### config.mk
export PLATFORM = sky130hd
export DESIGN_NAME = sel_scan_sequencer
export DESIGN_NICKNAME = d
export VERILOG_FILES = /design/src/rtl/sel_scan_pkg.sv /design/src/rtl/sel_dwell_timer.sv /design/src/rtl/sel_scan_sequencer.sv
export SDC_FILE = /design/constraint.sdc
export NUM_CORES = 1
export LEC_CHECK = 0
export ABC_AREA = 1
export ABC_CLOCK_PERIOD_IN_PS = 1520
export CORE_ASPECT_RATIO = 2
export CORE_UTILIZATION = 40
export CTS_BUF_LIST = sky130_fd_sc_hd__clkbuf_4 sky130_fd_sc_hd__clkbuf_8
export DETAILED_ROUTE_END_ITERATION = 7
export PLACE_DENSITY = 0.6
export REMOVE_ABC_BUFFERS = 1
export SYNTH_ARGS = -nofsm -noshare
export SYNTH_HDL_FRONTEND = slang
export SYNTH_SLANG_ARGS = --single-unit
### constraint.sdc
create_clock -name clk -period 1.52 [get_ports clk]
set_input_delay 0.228 -clock clk [delete_from_list [all_inputs] [get_ports clk]]
set_output_delay 0.228 -clock clk [all_outputs]
set_load 0.005 [all_outputs]
### src/rtl/sel_scan_pkg.sv
// Shared types and helpers for the select-scan sequencer.
// Select encoding is the 2-bit decoder index {s1,s0}.
package sel_scan_pkg;

    typedef enum logic {
        IDLE = 1'b0,
        RUN  = 1'b1
    } state_t;

    localparam logic [1:0] SEL_FIRST_UP = 2'd0;
    localparam logic [1:0] SEL_LAST_UP  = 2'd3;

    // Expected decoder word for a given select: exactly bit 'sel' high.
    function automatic logic [3:0] onehot4(input logic [1:0] sel);
        onehot4 = 4'b0001 << sel;
    endfunction

endpackage

### src/rtl/sel_dwell_timer.sv
// Loadable dwell counter: holds the captured dwell and flags when the
// running count has reached it, so each select lasts dwell_q+1 cycles.
module sel_dwell_timer #(
    parameter int DWELL_W = 8
) (
    input  logic               clk,
    input  logic               rst_n,
    input  logic               i_load,
    input  logic [DWELL_W-1:0] i_dwell,
    input  logic               i_clr,
    input  logic               i_en,
    output logic               o_term
);

    logic [DWELL_W-1:0] r_dwell_q;
    logic [DWELL_W-1:0] r_cnt;

    always_ff @(posedge clk or negedge rst_n) begin
        if (!rst_n) begin
            r_dwell_q <= '0;
            r_cnt     <= '0;
        end else if (i_load) begin
            r_dwell_q <= i_dwell;
            r_cnt     <= '0;
        end else if (i_clr) begin
            r_cnt <= '0;
        end else if (i_en) begin
            r_cnt <= r_cnt + 1'b1;
        end
    end

    assign o_term = (r_cnt == r_dwell_q);

endmodule

### src/rtl/sel_scan_sequencer.sv
// Select sequencer for the 2-to-4 NOR decoder: sweeps {s1,s0} up or down
// with a programmable dwell. Define SEL_SCAN_DECODE_CHECK_EN to add the
// returned-decoder-word checker.
module sel_scan_sequencer
    import sel_scan_pkg::*;
#(
    parameter int DWELL_W = 8
) (
    input  logic               clk,
    input  logic               rst_n,
    input  logic               start,
    input  logic               stop,
    input  logic               mode,
    input  logic               dir,
    input  logic [DWELL_W-1:0] dwell,
    output logic               s0,
    output logic               s1,
    output logic               sel_valid,
    output logic               busy,
    output logic               sweep_done
`ifdef SEL_SCAN_DECODE_CHECK_EN
    ,
    input  logic [3:0]         d_in,
    input  logic               err_clr,
    output logic               chk_err,
    output logic [1:0]         chk_err_idx
`endif
);

    state_t     r_state;
    logic [1:0] r_sel;
    logic       r_mode;
    logic       r_dir;
    logic       r_valid;
    logic       r_busy;
    logic       r_done;

    logic       w_accept;
    logic       w_term;
    logic       w_tmr_clr;
    logic       w_tmr_en;
    logic [1:0] w_first;
    logic [1:0] w_last;

    assign w_accept  = (r_state == IDLE) && start && !stop;
    assign w_first   = r_dir ? SEL_LAST_UP : SEL_FIRST_UP;
    assign w_last    = r_dir ? SEL_FIRST_UP : SEL_LAST_UP;
    assign w_tmr_en  = (r_state == RUN);
    assign w_tmr_clr = (r_state == IDLE) || stop || w_term;

    sel_dwell_timer #(
        .DWELL_W (DWELL_W)
    ) u_timer (
        .clk     (clk),
        .rst_n   (rst_n),
        .i_load  (w_accept),
        .i_dwell (dwell),
        .i_clr   (w_tmr_clr),
        .i_en    (w_tmr_en),
        .o_term  (w_term)
    );

    always_ff @(posedge clk or negedge rst_n) begin
        if (!rst_n) begin
            r_state <= IDLE;
            r_sel   <= 2'd0;
            r_mode  <= 1'b0;
            r_dir   <= 1'b0;
            r_valid <= 1'b0;
            r_busy  <= 1'b0;
            r_done  <= 1'b0;
        end else begin
            r_done <= 1'b0;
            case (r_state)
                IDLE: begin
                    r_sel   <= 2'd0;
                    r_valid <= 1'b0;
                    r_busy  <= 1'b0;
                    if (w_accept) begin
                        r_mode  <= mode;
                        r_dir   <= dir;
                        r_sel   <= dir ? SEL_LAST_UP : SEL_FIRST_UP;
                        r_valid <= 1'b1;
                        r_busy  <= 1'b1;
                        r_state <= RUN;
                    end
                end
                RUN: begin
                    if (stop) begin
                        r_state <= IDLE;
                        r_sel   <= 2'd0;
                        r_valid <= 1'b0;
                        r_busy  <= 1'b0;
                    end else if (w_term) begin
                        // Termination is decided by the explicit last-select
                        // compare, never by 2-bit wraparound.
                        if (r_sel != w_last) begin
                            r_sel <= r_dir ? (r_sel - 2'd1) : (r_sel + 2'd1);
                        end else if (r_mode) begin
                            r_sel  <= w_first;
                            r_done <= 1'b1;
                        end else begin
                            r_state <= IDLE;
                            r_sel   <= 2'd0;
                            r_valid <= 1'b0;
                            r_busy  <= 1'b0;
                            r_done  <= 1'b1;
                        end
                    end
                end
                default: r_state <= IDLE;
            endcase
        end
    end

    assign s1         = r_sel[1];
    assign s0         = r_sel[0];
    assign sel_valid  = r_valid;
    assign busy       = r_busy;
    assign sweep_done = r_done;

`ifdef SEL_SCAN_DECODE_CHECK_EN
    logic       r_chk_err;
    logic [1:0] r_chk_idx;
    logic       w_mismatch;

    // d_in is a combinational function of the registered selects, so it is
    // compared against the select presented in the same cycle.
    assign w_mismatch = r_valid && (d_in != onehot4(r_sel));

    always_ff @(posedge clk or negedge rst_n) begin
        if (!rst_n) begin
            r_chk_err <= 1'b0;
            r_chk_idx <= 2'd0;
        end else if (w_mismatch) begin
            r_chk_err <= 1'b1;
            if (!r_chk_err) r_chk_idx <= r_sel;
        end else if (err_clr) begin
            r_chk_err <= 1'b0;
            r_chk_idx <= 2'd0;
        end
    end

    assign chk_err     = r_chk_err;
    assign chk_err_idx = r_chk_idx;
`endif

endmodule
; ---- After elaboration in Yosys (flattened, before gate mapping)
; Cells that the tools add are included.
[word_totals]
register_bits = 23
output_inout_bits = 5
[op_classes]
n_addsub = 3
eq_ne = 5
muxes = 28
bitwise = 1
reduce_logical = 8
[op_table]
columns = op, count
row1 = two-way mux 8 bit, 3
row2 = two-way mux 2 bit, 9
row3 = two-way mux 1 bit, 13
row4 = adder 8 x 1 -> 8 bit (second input constant), 1
row5 = == test 8 bit, 1
row6 = != test 3 bit (second input constant), 2
row7 = case mux 1 bit (2 select lines), 2
row8 = case mux 2 bit (2 select lines), 1
row9 = != test 3 x 2 -> 1 bit (second input constant), 1
row10 = AND reduction 3 bit, 1
row11 = nonzero test 3 bit, 1
row12 = adder 2 x 1 -> 2 bit (second input constant), 1
row13 = logical AND 1 bit, 2
row14 = logical OR 1 bit, 2
row15 = != test 2 bit, 1
row16 = AND reduction 2 bit, 1
row17 = subtractor 2 x 1 -> 2 bit (second input constant), 1
row18 = logical NOT 1 bit, 1
row19 = inverter 1 bit, 1

; ---- Logic depth before layout (Yosys ltp)
[logic_depth]
ltp_word = 6
ltp_mapped = 9

; ---- Modules after synthesis
; From an unflattened synthesis, not the netlist that was laid out.
[hier_totals]
hier_cells = 134
area_unflattened_um2 = 1204.9
[modules_own_cells]
columns = module, n_inst, cells_each, area_each_um2, seq_area_each_um2
row1 = sel_dwell_timer, 1, 85, 828.3, 400.4
row2 = sel_scan_sequencer, 1, 49, 376.6, 175.2

; ---- Worst setup path before layout
; No wires, ideal clock.
[synth_timing]
kind = register to register
from = register u_timer.r_cnt[0]
to = register u_timer.r_cnt[6]
arrival_ns = 1.051
required_ns = 1.400
slack_ns = 0.349
stages_incl_launch_ff = 6
path_cell_list = dfrtp_1 > ha_1 > nand3_1 > nor3_1 > xnor2_1 > nor2_1
[synth_via]
elab_chain_len = 4
[synth_lines]
columns = item, line_no
row1 = from (decl), sel_dwell_timer.sv:16  ; logic [DWELL_W-1:0] r_cnt;
row2 = from (signal assigned), sel_dwell_timer.sv:28  ; r_cnt <= r_cnt + 1'b1;
row3 = adder 8 x 1 -> 8 bit / == test 8 bit (equally long branches), "sel_dwell_timer.sv:28, sel_dwell_timer.sv:32"
row4 = two-way mux 8 bit / logical OR 1 bit (equally long branches), "sel_dwell_timer.sv:27, sel_scan_sequencer.sv:49"
row5 = two-way mux 8 bit, sel_dwell_timer.sv:25  ; end else if (i_clr) begin
row6 = two-way mux 8 bit, sel_dwell_timer.sv:22  ; end else if (i_load) begin
; Parallel ways exist; a longest one is shown, timed or not. The select of a mux whose other input is x is not followed.
; A chain may end at the register's enable or synchronous reset.

; ---- Worst setup path after layout
[layout_timing]
from = register r_sel[1]
to = output port s1
[layout_rtl]
columns = item, line_no
row1 = from (decl), sel_scan_sequencer.sv:31  ; logic [1:0] r_sel;
row2 = from (signal assigned), sel_scan_sequencer.sv:82  ; r_sel <= dir ? SEL_LAST_UP : SEL_FIRST_UP;
row3 = from (signal assigned), sel_scan_sequencer.sv:98  ; r_sel <= r_dir ? (r_sel - 2'd1) : (r_sel + 2'd1);
row4 = from (signal assigned), sel_scan_sequencer.sv:100  ; r_sel <= w_first;
row5 = to (decl), sel_scan_sequencer.sv:17  ; output logic s1,
; No word-level cell between the ends.

==> impl_metrics.ini <==
[pwr]
power_density_nw_per_um2 = 979
ir_drop_mv = 0.687
p_leak_uw = 0.000696

[floorplan]
pin_count = 19
die_w_um = 40.4
rows = 27
die_h_um = 78.8
coreArea_sq_um = 2770
initial_core_util_pct = 42.5
die-area_sq_um = 3180

[critical_path]
cp_num_buf_inv = 1
cp-startpoint = r_sel[1]$_DFFE_PN0P_
r2r-start = r_dir$_DFFE_PN0P_
critical_path.max_fanout = 4
rrSetupSlack_ns = 0.21
r2r-end = r_sel[1]$_DFFE_PN0P_
cp-end-kind = output pin
worstPathArrival_ns = 1.19
critical-path-slowest-cell = clkdlybuf4s50_1
reg2reg_depth = 8
crit_family = buffers and inverters
path_class = flop to output pin
required_ns = 1.29
cpPeakStageDelay_ns = 0.52
path_cells = clkdlybuf4s50_1
crit_end = s1
cp.depth = 1
cp-start-kind = flop

[synthesis]
synthesis.area_sq_um = 1180
yosys_warnings = 0
avgSynthCellArea_sq_um = 8.07
synthDistinctLibCells = 22
synthesis.instances = 146
ys_seq_area_share_pct = 48.8
synth-seq-cells = 23

[global_routing]
grt_start_max_net_pins = 24
grt_antenna_before_repair = 0
grt_overflow = 0
grt_pass1_vias = 906
grt_usage_pct = 16.8
grt_first_pass_wirelength_um = 3760

[clock_network]
cts.reportedPaths.clkPinSlew_ns = 0.08
cts_setup_buffers = 0
cts_resized = 0
cts_made_buffers = 3
clock_sinks = 23
cts-root-buf = clkbuf_8
cts_tree = done
worstSkewPairLatency_ns = 0.26
hold_buffers = 0
htree_levels = 1
cts.path.max_buffers = 2

[flow_run]
cap_violations = 0

[drt]
drt-total-wl_um = 2310
drt_first_pass_iters = 4
post_drt_via_cell_ratio = 4.84
drtAntennaViolNets = 0
drtIter0Drc = 7
wl_per_cell_um = 11.6
drcViolationCount = 0
vias = 963

[timing]
hold_violations = 0
rsz0062_at_grt = false
fin_skew_ns = 0.00317
fin_crit_ns = 1.42
setup_viol = 0
timing.final.max_slew_violations = 0
finalCritPeriodShare_pct = 93.4
setup_tns_ns = 0
worst_pin_slew_ns = 0.306
fmax_mhz = 705
slew_headroom_pct = 79.4

[cells_and_area]
nets = 186
multiInputGateArea_sq_um = 519
area_growth_pct = 23.8
antenna_cells = 0
final_cell_area_sq_um = 1460
drive_above_1_share_pct = 12.4
n_fill_cell = 270
regArea_sq_um = 576

[outcome]
outcome = complete, no violations

[hold_path]
min_path_type = primary input to async pin

[place]
dpl-instance-area_sq_um = 1410
gp_congestion = 0.800
port_buffers = 18
dpl.hpwl_um = 1780
==> worst min-delay path by stage <==
stage                                     start                          endpoint  slack, ns  depth (start not counted)
2_1_floorplan                             rst_n                  busy$_DFFE_PN0P_      -0.07                          0
3_3_place_gp   u_timer.r_dwell_q[2]$_DFFE_PN0P_  u_timer.r_dwell_q[2]$_DFFE_PN0P_       0.50                          2
3_5_place_dp   u_timer.r_dwell_q[2]$_DFFE_PN0P_  u_timer.r_dwell_q[2]$_DFFE_PN0P_       0.50                          2
4_1_cts                                   rst_n      u_timer.r_cnt[6]$_DFFE_PN0P_       0.32                          2
5_1_grt                                   rst_n      u_timer.r_cnt[6]$_DFFE_PN0P_       0.34                          2
6_report                                  rst_n      u_timer.r_cnt[7]$_DFFE_PN0P_       0.31                          2
==> kinds of logic (layout without fill, tap and decap cells) <==
kind of cell               after synthesis  count (layout)  synth area share, %
and+or+nand+nor                         85              85                 33.7
DFF                                     23              23                 48.8
buffers and inverters                   21              45                 7.11
AOI/OAI and AO/OA                        8               8                 3.40
xor gates and xnor gates                 8               8                 5.95
adders and majority gates                1               1                 1.06
==> final cells by class <==
type | count | area share [%]
tap | 29 | 2.49
clock buffer | 3 | 2.83
inverter | 19 | 4.89
multi-input combinational | 102 | 35.6
sequential | 23 | 39.5
timing repair buffer | 22 | 14.4
clock inverter | 1 | 0.343
==> metrics by stage <==
step	std cells	worst slack, ns	hold WS [ns]	utilization [%]	total power [uW]
global placement	195	0.173	0.496	51.0	1060
detailed placement	195	0.142	0.496	51.0	1070
floorplan	144	0.275	-0.0676	-	932
global route	199	0.0325	0.338	52.7	1530
finish	199	0.101	0.313	52.7	1430
CTS	199	0.0840	0.318	52.7	1450
==> cell usage after synthesis <==
master / number / area (sq um)
xnor2_1: 5 / 43.8
nor3_1: 1 / 5.00
inv_2: 2 / 7.51
a21oi_1: 1 / 5.00
dfrtp_1: 23 / 576
nor2_1: 12 / 45.0
nand2_8: 1 / 20.0
nor3_2: 2 / 20.0
o21ai_0: 7 / 35.0
nand4_1: 1 / 6.26
buf_4: 1 / 7.51
ha_1: 1 / 12.5
nor2_2: 5 / 31.3
nand2_4: 1 / 11.3
nand3_2: 1 / 10.0
xor2_1: 3 / 26.3
buf_2: 1 / 5.00
nand2_1: 53 / 199
nor4_1: 1 / 6.26
nor3b_2: 1 / 12.5
nand3_1: 6 / 30.0
inv_1: 17 / 63.8
==> power by group <==
| group | total, uW | internal, uW | leakage (uW) | switching, uW |
|---|---|---|---|---|
| logic | 318 | 143 | 0.000370 | 176 |
| registers | 730 | 679 | 0.000300 | 51.4 |
| clock network | 380 | 183 | 0.0000255 | 197 |
| total | 1430 | 1000 | 0.000696 | 424 |
==> layout by cell type (no fill, tap or decap), types with 3 or more instances in the layout <==
cell / netlist / final
inv_1: 17 / 17
xor2_1: 3 / 3
dfrtp_1: 23 / 23
nor2_1: 12 / 12
nand3_1: 6 / 6
clkbuf_8: 0 / 3
o21ai_0: 7 / 7
nand2_1: 53 / 53
clkdlybuf4s50_1: 0 / 18
xnor2_1: 5 / 5
nor2_2: 5 / 5
buf_4: 1 / 4
==> sequential cells by signal, indices dropped and copies added (netlist names) <==
name	flops
r_state	1
r_dir	1
busy	1
u_timer.r_dwell_q	8
u_timer.r_cnt	8
sweep_done	1
r_sel	2
r_mode	1
==> routing by layer <==
metal | vias up | track usage, % | part of all wire (%)
met5 | - | 0 | 0
li1 | 493 | - | -
met3 | 4 | 2.51 | 1.8
met2 | 11 | 29.2 | 58
met4 | 0 | 7.00 | 1.7
met1 | 455 | 18.5 | 39
Power figures use the tool's default switching activity.
